### src/rtl/ysyx_22041412_csr_file.sv
// Machine-mode CSR file and trap sequencer: Zicsr access, ecall/mret, timer-interrupt entry
// and fetch redirect, served one request per two cycles through a two-state handshake FSM.
module ysyx_22041412_csr_file #(
  parameter int unsigned       XLEN        = 64,
  parameter logic [XLEN-1:0]   MSTATUS_RST = 64'ha00001800,
  parameter logic [XLEN-1:0]   MTVEC_RST   = '0
) (
  input  logic            clk,
  input  logic            rst,
  input  logic            valid_i,
  output logic            ready_o,
  input  logic [1:0]      cmd_i,
  input  logic [2:0]      func3_i,
  input  logic [11:0]     addr_i,
  input  logic [XLEN-1:0] pc_i,
  input  logic [XLEN-1:0] data_i,
  output logic            rvalid_o,
  output logic [XLEN-1:0] rdata_o,
  output logic            illegal_o,
  output logic            redirect_o,
  output logic [XLEN-1:0] redirect_pc_o,
  input  logic            mtip_i,
  output logic            irq_o,
  input  logic            irq_ack_i
);

  localparam logic [11:0] A_MSTATUS  = 12'h300;
  localparam logic [11:0] A_MIE      = 12'h304;
  localparam logic [11:0] A_MTVEC    = 12'h305;
  localparam logic [11:0] A_MSCRATCH = 12'h340;
  localparam logic [11:0] A_MEPC     = 12'h341;
  localparam logic [11:0] A_MCAUSE   = 12'h342;
  localparam logic [11:0] A_MIP      = 12'h344;
  localparam logic [11:0] A_MCYCLE   = 12'hB00;

  localparam logic [1:0] CMD_CSR   = 2'b00;
  localparam logic [1:0] CMD_ECALL = 2'b01;
  localparam logic [1:0] CMD_MRET  = 2'b10;

  localparam logic [XLEN-1:0] CAUSE_ECALL = {{(XLEN-4){1'b0}}, 4'd11};
  localparam logic [XLEN-1:0] CAUSE_MTI   = {1'b1, {(XLEN-4){1'b0}}, 3'd7};
  localparam logic [XLEN-1:0] VEC_MTI_OFF = {{(XLEN-5){1'b0}}, 5'd28};

  typedef enum logic {IDLE = 1'b0, RESP = 1'b1} state_t;

  state_t state_q, state_d;

  logic            mstatus_mie_q, mstatus_mie_d;
  logic            mstatus_mpie_q, mstatus_mpie_d;
  logic            mie_mtie_q, mie_mtie_d;
  logic [XLEN-1:0] mtvec_q, mtvec_d;
  logic [XLEN-1:0] mscratch_q, mscratch_d;
  logic [XLEN-1:0] mepc_q, mepc_d;
  logic [XLEN-1:0] mcause_q, mcause_d;
  logic [XLEN-1:0] mcycle_q, mcycle_d;

  logic            rvalid_q, rvalid_d;
  logic [XLEN-1:0] rdata_q, rdata_d;
  logic            illegal_q, illegal_d;
  logic            redirect_q, redirect_d;
  logic [XLEN-1:0] redirect_pc_q, redirect_pc_d;

  logic [XLEN-1:0] mstatus_val, mie_val, mip_val;
  logic [XLEN-1:0] csr_old, csr_wdata, trap_base;
  logic            addr_hit, op_legal, op_force;
  logic            irq_take, accept;
  logic            is_csr, is_ecall, is_mret;
  logic            csr_illegal, req_illegal, csr_we;
  logic            ecall_go, mret_go, trap_enter;

  // Only MIE/MPIE are stored; every other mstatus bit is the reset constant.
  always_comb begin
    mstatus_val    = MSTATUS_RST;
    mstatus_val[3] = mstatus_mie_q;
    mstatus_val[7] = mstatus_mpie_q;
    mie_val        = '0;
    mie_val[7]     = mie_mtie_q;
    mip_val        = '0;
    mip_val[7]     = mtip_i;
  end

  always_comb begin
    csr_old  = '0;
    addr_hit = 1'b1;
    case (addr_i)
      A_MSTATUS:  csr_old = mstatus_val;
      A_MIE:      csr_old = mie_val;
      A_MTVEC:    csr_old = mtvec_q;
      A_MSCRATCH: csr_old = mscratch_q;
      A_MEPC:     csr_old = mepc_q;
      A_MCAUSE:   csr_old = mcause_q;
      A_MIP:      csr_old = mip_val;
      A_MCYCLE:   csr_old = mcycle_q;
      default:    addr_hit = 1'b0;
    endcase
  end

  // Set/clear forms with a zero operand read without writing.
  always_comb begin
    csr_wdata = csr_old;
    op_legal  = 1'b1;
    op_force  = 1'b0;
    case (func3_i)
      3'b001, 3'b101: begin
        csr_wdata = data_i;
        op_force  = 1'b1;
      end
      3'b010, 3'b110: csr_wdata = csr_old | data_i;
      3'b011, 3'b111: csr_wdata = csr_old & ~data_i;
      default:        op_legal  = 1'b0;
    endcase
  end

  assign irq_o    = mstatus_mie_q & mie_mtie_q & mtip_i;
  assign irq_take = irq_ack_i & irq_o & (state_q == IDLE);
  assign accept   = valid_i & ready_o;

  assign is_csr      = (cmd_i == CMD_CSR);
  assign is_ecall    = (cmd_i == CMD_ECALL);
  assign is_mret     = (cmd_i == CMD_MRET);
  assign csr_illegal = is_csr & (~op_legal | ~addr_hit);
  assign req_illegal = csr_illegal | (cmd_i == 2'b11);
  assign csr_we      = accept & is_csr & ~csr_illegal & (op_force | (data_i != '0));
  assign ecall_go    = accept & is_ecall;
  assign mret_go     = accept & is_mret;
  assign trap_enter  = irq_take | ecall_go;
  assign trap_base   = {mtvec_q[XLEN-1:2], 2'b00};

  always_comb begin
    mstatus_mie_d  = mstatus_mie_q;
    mstatus_mpie_d = mstatus_mpie_q;
    mie_mtie_d     = mie_mtie_q;
    mtvec_d        = mtvec_q;
    mscratch_d     = mscratch_q;
    mepc_d         = mepc_q;
    mcause_d       = mcause_q;
    mcycle_d       = mcycle_q + 1'b1;
    if (csr_we) begin
      case (addr_i)
        A_MSTATUS: begin
          mstatus_mie_d  = csr_wdata[3];
          mstatus_mpie_d = csr_wdata[7];
        end
        A_MIE:      mie_mtie_d = csr_wdata[7];
        A_MTVEC:    mtvec_d    = {csr_wdata[XLEN-1:2], 1'b0, csr_wdata[0]};
        A_MSCRATCH: mscratch_d = csr_wdata;
        A_MEPC:     mepc_d     = {csr_wdata[XLEN-1:2], 2'b00};
        A_MCAUSE:   mcause_d   = csr_wdata;
        A_MCYCLE:   mcycle_d   = csr_wdata;
        default: ;
      endcase
    end
    if (trap_enter) begin
      mepc_d         = pc_i;
      mcause_d       = irq_take ? CAUSE_MTI : CAUSE_ECALL;
      mstatus_mpie_d = mstatus_mie_q;
      mstatus_mie_d  = 1'b0;
    end
    if (mret_go) begin
      mstatus_mie_d  = mstatus_mpie_q;
      mstatus_mpie_d = 1'b1;
    end
  end

  always_comb begin
    rvalid_d      = accept;
    illegal_d     = accept & req_illegal;
    rdata_d       = (accept & is_csr & ~csr_illegal) ? csr_old : '0;
    redirect_d    = trap_enter | mret_go;
    redirect_pc_d = '0;
    if (irq_take)
      redirect_pc_d = mtvec_q[0] ? trap_base + VEC_MTI_OFF : trap_base;
    else if (ecall_go)
      redirect_pc_d = trap_base;
    else if (mret_go)
      redirect_pc_d = mepc_q;
  end

  always_ff @(posedge clk or posedge rst) begin
    if (rst) begin
      mstatus_mie_q  <= MSTATUS_RST[3];
      mstatus_mpie_q <= MSTATUS_RST[7];
      mie_mtie_q     <= 1'b0;
      mtvec_q        <= MTVEC_RST;
      mscratch_q     <= '0;
      mepc_q         <= '0;
      mcause_q       <= '0;
      mcycle_q       <= '0;
      rvalid_q       <= 1'b0;
      rdata_q        <= '0;
      illegal_q      <= 1'b0;
      redirect_q     <= 1'b0;
      redirect_pc_q  <= '0;
    end else begin
      mstatus_mie_q  <= mstatus_mie_d;
      mstatus_mpie_q <= mstatus_mpie_d;
      mie_mtie_q     <= mie_mtie_d;
      mtvec_q        <= mtvec_d;
      mscratch_q     <= mscratch_d;
      mepc_q         <= mepc_d;
      mcause_q       <= mcause_d;
      mcycle_q       <= mcycle_d;
      rvalid_q       <= rvalid_d;
      rdata_q        <= rdata_d;
      illegal_q      <= illegal_d;
      redirect_q     <= redirect_d;
      redirect_pc_q  <= redirect_pc_d;
    end
  end

  assign rvalid_o      = rvalid_q;
  assign rdata_o       = rdata_q;
  assign illegal_o     = illegal_q;
  assign redirect_o    = redirect_q;
  assign redirect_pc_o = redirect_pc_q;

  always_ff @(posedge clk or posedge rst) begin
    if (rst) state_q <= IDLE;
    else     state_q <= state_d;
  end

  always_comb begin
    state_d = state_q;
    case (state_q)
      IDLE:    if (accept | irq_take) state_d = RESP;
      RESP:    state_d = IDLE;
      default: state_d = IDLE;
    endcase
  end

  // A taken interrupt owns the cycle, so a concurrent request waits for the next IDLE.
  always_comb begin
    ready_o = 1'b0;
    if (!rst && state_q == IDLE && !irq_take) ready_o = 1'b1;
  end

endmodule

### config.mk
export PLATFORM = sky130hd
export DESIGN_NAME = ysyx_22041412_csr_file
export DESIGN_NICKNAME = d
export VERILOG_FILES = /design/src/rtl/ysyx_22041412_csr_file.sv
export SDC_FILE = /design/constraint.sdc
export NUM_CORES = 1
export LEC_CHECK = 0
export ABC_AREA = 1
export BUFFER_PORTS_ARGS = -buffer_cell sky130_fd_sc_hd__buf_2
export CELL_PAD_IN_SITES_DETAIL_PLACEMENT = 0
export CELL_PAD_IN_SITES_GLOBAL_PLACEMENT = 2
export CORE_MARGIN = 1
export CORE_UTILIZATION = 36
export DETAILED_ROUTE_END_ITERATION = 10
export GPL_TIMING_DRIVEN = 0
export PLACE_DENSITY = 0.89
export SLEW_MARGIN = 15
export SYNTH_ARGS = -nofsm -noshare
export SYNTH_HDL_FRONTEND = slang
export SYNTH_SLANG_ARGS = --single-unit
### constraint.sdc
create_clock -name clk -period 31.9 [get_ports clk]
set_input_delay 6.38 -clock clk [delete_from_list [all_inputs] [get_ports clk]]
set_output_delay 6.38 -clock clk [all_outputs]
set_load 0.005 [all_outputs]
## Yosys cells after proc, flatten, opt, wreduce, memory -nomap -nowiden

Cells that the tools add are included.

| cells by class | value |
|---|---|
| add/subtract/negate cells | 2 |
| $mul | 0 |
| divide/modulo/power cells | 0 |
| order comparisons | 0 |
| equality and inequality tests | 17 |
| shift-type cells | 0 |
| muxes and demuxes | 30 |
| bitwise gates (word level) | 25 |
| reductions and logical operators | 22 |

Operators with widths:

| cell | number |
|---|---|
| 64-bit two-way mux | 14 |
| 64-bit one-hot mux with 8 select lines | 1 |
| 64-bit one-hot mux with 3 select lines | 1 |
| 12-bit by 10-bit == test with 1-bit output (second input constant) | 7 |
| 64-bit by 1-bit adder with 64-bit output (second input constant) | 1 |
| 64-bit by 5-bit adder with 64-bit output (second input constant) | 1 |
| 64-bit bitwise AND | 1 |
| 64-bit inverter | 1 |
| 64-bit bitwise OR | 1 |
| 64-bit nonzero test | 1 |
| 1-bit two-way mux | 13 |
| 1-bit bitwise AND | 12 |
| 12-bit == test (second input constant) | 1 |
| 2-bit AND reduction | 6 |
| 3-bit == test (second input constant) | 3 |
| 8-bit OR reduction | 1 |
| 3-bit by 2-bit == test with 1-bit output (second input constant) | 2 |
| 1-bit bitwise OR | 6 |
| 2-bit nonzero test | 3 |
| 3-bit nonzero test | 2 |
| 2-bit OR reduction | 3 |
| 6-bit OR reduction | 1 |
| 2-bit == test (second input constant) | 2 |
| 1-bit inverter | 4 |
| other kinds (6) | 8 |

| word-level totals | value |
|---|---|
| register bits after elaboration | 454 |
| bits in latches | 0 |
| memory bits (writable) | 0 |
| memory bits (read-only) | 0 |
| bits of input ports | 150 |
| output and inout port bits | 133 |
| memories kept | 0 |

## Longest topological paths before layout

| logic depth | value |
|---|---|
| depth after elaboration | 14 |
| depth in mapped cells | 18 |

## Worst setup path after synthesis

Ideal clock, no wire load.

| path | value |
|---|---|
| kind | input to output |
| start point | input port irq_ack_i |
| end point | output port ready_o |
| data arrival time | 7,296 ps |
| path slack | 18,224 ps |
| cell stages on the path | 5 |
| buffers on the path | 2 |
| path through | nand4_1 > nor2_1 > clkbuf_1 > clkbuf_1 > nor3_1 |

| on the way | value |
|---|---|
| cells in the longest elaborated chain, start to end | 5 |

Ends and longest elaborated chain:

| what | RTL line | source |
|---|---|---|
| start: declaration | 24 | `input logic irq_ack_i` |
| 1-bit bitwise AND (2 in series) | 115 | `assign irq_take = irq_ack_i & irq_o & (state_q == IDLE);` |
| 1-bit zero test | 234 | `if (!rst && state_q == IDLE && !irq_take) ready_o = 1'b1;` |
| 1-bit logical AND | 234 |  |
| 1-bit two-way mux | 234 |  |
| end: declaration | 11 | `output logic ready_o,` |

Every way passes these cells.

## Final worst setup path

| path | value |
|---|---|
| start point | input port mtip_i |
| end point | output port ready_o |

| on the way | value |
|---|---|
| cells in the longest elaborated chain, start to end | 6 |

Ends and longest elaborated chain:

| what | RTL line | source |
|---|---|---|
| start: declaration | 22 | `input logic mtip_i,` |
| 1-bit bitwise AND | 114 | `assign irq_o = mstatus_mie_q & mie_mtie_q & mtip_i;` |
| 1-bit bitwise AND (2 in series) | 115 |  |
| 1-bit zero test | 234 |  |
| 1-bit logical AND | 234 |  |
| 1-bit two-way mux | 234 |  |

Every way passes these cells.

==> run_results.csv <==
group,metric,value,unit
global_route,grt_use_total,37.2,%
power,powerDensity,46.1,nW/um^2
critical_path,worst-path-buf-inv,4,
timing,fin_skew,0.0217,ns
route,routed.top_layer,"met4",
clocking,clk_pin_slew,0.06,ns
power,p_leak,16.3,nW
run_status,violations,"design-rule violations",
floorplan,coreArea,71400,sq um
critical_path,path_max_fanout,10,
route,wl,138000,microns
synthesis,synth_edf_count,0,
floorplan,die_w,270,microns
floorplan,die-area,73100,sq um
finish,layout_commonest_cell,"nand2_1",
finish,final_util,42.8,%
synthesis,synthCells,3727,
global_route,grt_overflow,0,
clocking,cts_tree,"done",
route,vias,27800,
synthesis,yosys_register_bits,454,
timing,layout_min_cycle_time,14.95,ns
power,power,1.41,mW
clocking,cts_resized,0,
finish,drive_above_1_share,12.2,%
route,dr_wl_met3,11700,microns
global_route,grt_antenna_before_repair,1,
synthesis,synthArstFlopShare,100,%
critical_path,crit_type,"primary input to output pin",
clocking,numCtsBuffers,55,
critical_path,path_cells,"buf_2 -> nand4_1 -> nor2_1 -> clkbuf_1 -> clkbuf_1 -> nor3_1 -> buf_2",
timing,hold_violations,0,
min_path,hold_class,"register to register",
clocking,ctsHoldBuffers,0,
synthesis,ys_warn_count,0,
critical_path,slowest_delay,0.54,ns
floorplan,io_pins,283,
finish,multi_input_area,12700,sq um
run_status,status,"complete, but fails checks",
floorplan,die_h,270,microns
timing,fin_setup_tns,0,ns
critical_path,crit_arrival,8.57,ns
finish,fin_area,30600,sq um
clocking,post-cts-setup-buffer-count,0,
clocking,h-tree-depth,2,
timing,min_period_over_period,46.9,%
finish,layout_common_cells,"nand2_1 (1427), dfrtp_1 (454), nand3_1 (366)",
place,numPortBuffers,281,
global_route,grt_pass1_wl,193000,microns
critical_path,start_kind,"primary input",
critical_path,worstSetupEndpointType,"output pin",
route,met1Wirelength,59700,microns
route,drt_iter0_markers,3476,
timing,timing.fmax,66.9,MHz
clocking,clockBufferDepth,3,
place,dp.cells,4963,
finish,regArea,11400,sq um
job,maxCapViolCount,0,
finish,fillCellCount,7757,
critical_path,cp.required,25.52,ns
synthesis,synth_flop_cell,"dfrtp_1",
floorplan,row_count,98,
timing,max-slew-margin-rel,20.7,%
route,avgViaCountPerCell,5.49,
critical_path,cpMaxStageDelayCell,"nor2_1",
power,vdd_ir_drop_max,0.0000443,V
global_route,grt_pass1_vias,25900,
timing,slew_violations,0,
place,place_area,28700,sq um
timing,tightest_slew,1.18,ns
clocking,clock-root-buffer,"clkbuf_16",
route,firstDrtPassIters,11,
place,gp_congestion,1.05,
route,antenna_left,0,
clocking,cts_sinks,454,
clocking,clk_latency,0.65,ns
synthesis,synth_area_per_cell,6.96,sq um
timing,setup_violations,0,
synthesis,ys_types,41,
route,drc,4,
finish,final_cells,5064,
finish,area_growth,17.9,%
floorplan,start_util,36.3,%
global_route,grt_max_degree,102,
synthesis,syn-num-nets,3879,
finish,finalNetCount,4222,
synthesis,yosysSeqAreaShare,43.8,%
place,place_hpwl,113000,microns
synthesis,syn_area,25900,sq um
critical_path,crit_family,"buffers and inverters",
route,route.met2.wl,60100,microns
timing,rsz0062_at_grt,"no",
route,wl_per_cell,27.3,microns
[per-layer routing]
| layer | vias up | track usage (%) |
|---|---|---|
| met4 | 0 | 16.1 |
| met1 | 13300 | 52.3 |
| li1 | 12700 | - |
| met2 | 1475 | 56.4 |
| met5 | - | 0 |
| met3 | 228 | 5.99 |
[cells by family (layout without fill, tap and decap cells)]
group,after synthesis,count (layout),share of synthesized area (%)
AOI/OAI and AO/OA,463,463,9.56
buffers and inverters,435,821,7.13
other,0,1,0
xor gates and xnor gates,82,82,2.77
and+or+nand+nor,2291,2291,36.6
adders and majority gates,2,2,0.0965
DFF,454,454,43.8
[cell type report]
cell class | instances | share of cell area (%)
flip-flops and latches | 454 | 37.2
inverters | 253 | 3.13
clock inverters | 21 | 0.835
plain buffers | 182 | 2.94
well taps | 950 | 3.89
repair buffers | 286 | 5.01
multi-input cells | 2838 | 41.6
clock buffers | 79 | 5.39
diodes | 1 | 0.00819
[report_power, final]
group	leakage (nW)	internal, mW	switching [mW]
registers	5.72	0.595	0.0253
logic	9.62	0.0291	0.0859
clock network	0.947	0.398	0.277
[worst paths after layout]
| check | startpoint | endpoint | depth (start not counted) | slack [ns] |
|---|---|---|---|---|
| max | mtip_i | ready_o | 7 | 16.95 |
| min | mscratch_q[56]$_DFFE_PP0P_ | mscratch_q[56]$_DFFE_PP0P_ | 2 | 0.47 |
| max reg2reg | mstatus_mie_q$_DFFE_PP0P_ | mepc_q[33]$_DFFE_PP0P_ | 11 | 28.35 |
| min reg2reg | mscratch_q[56]$_DFFE_PP0P_ | mscratch_q[56]$_DFFE_PP0P_ | 2 | 0.47 |
| max in group asynchronous | rst | rdata_o[19]$_DFF_PP0_ | 5 | 24.25 |
| min in group asynchronous | rst | redirect_pc_o[59]$_DFF_PP0_ | 2 | 5.78 |
[cell usage after synthesis (4+ instances only)]
cell type | instances | share of area (%)
a21oi_1 | 63 | 1.2
a22oi_1 | 40 | 1.2
a31oi_1 | 22 | 0.53
and3_1 | 21 | 0.51
buf_1 | 9 | 0.13
buf_2 | 61 | 1.2
buf_4 | 23 | 0.67
buf_6 | 7 | 0.30
clkbuf_1 | 82 | 1.2
dfrtp_1 | 454 | 44
inv_1 | 246 | 3.6
inv_2 | 5 | 0.072
nand2_1 | 1427 | 21
nand2_2 | 5 | 0.12
nand3_1 | 366 | 7.1
nand3b_1 | 5 | 0.14
nand4_1 | 49 | 1.2
nor2_1 | 321 | 4.6
nor2_2 | 5 | 0.12
nor2_4 | 4 | 0.17
nor3_1 | 68 | 1.3
nor4_1 | 8 | 0.19
o21ai_0 | 243 | 4.7
o21ai_1 | 84 | 1.6
xnor2_1 | 27 | 0.91
xor2_1 | 55 | 1.9
[worst min-delay path, stage by stage (launching register included)]
cell	delay (ns)
dfrtp_1	0.34
nand2_1	0.05
nand2_1	0.04
[registers in the layout (all words and copies together) (netlist names)]
register        count
illegal_o           1
mcause_q           64
mcycle_q           64
mepc_q             64
mie_mtie_q          1
mscratch_q         64
mstatus_mie_q       1
mstatus_mpie_q      1
mtvec_q            63
rdata_o            64
redirect_o          1
redirect_pc_o      64
rvalid_o            1
state_q             1
[through the flow]
step | setup WS (ns) | hold WS (ns)
after CTS | 16.95 | 0.472
after global placement | 6.88 | 0.453
after detailed placement | 16.96 | 0.459
after floorplan | 12.86 | 0.442
final | 16.95 | 0.471
after global routing | 16.89 | 0.487
Note: power is estimated with default switching activity, not from simulation.
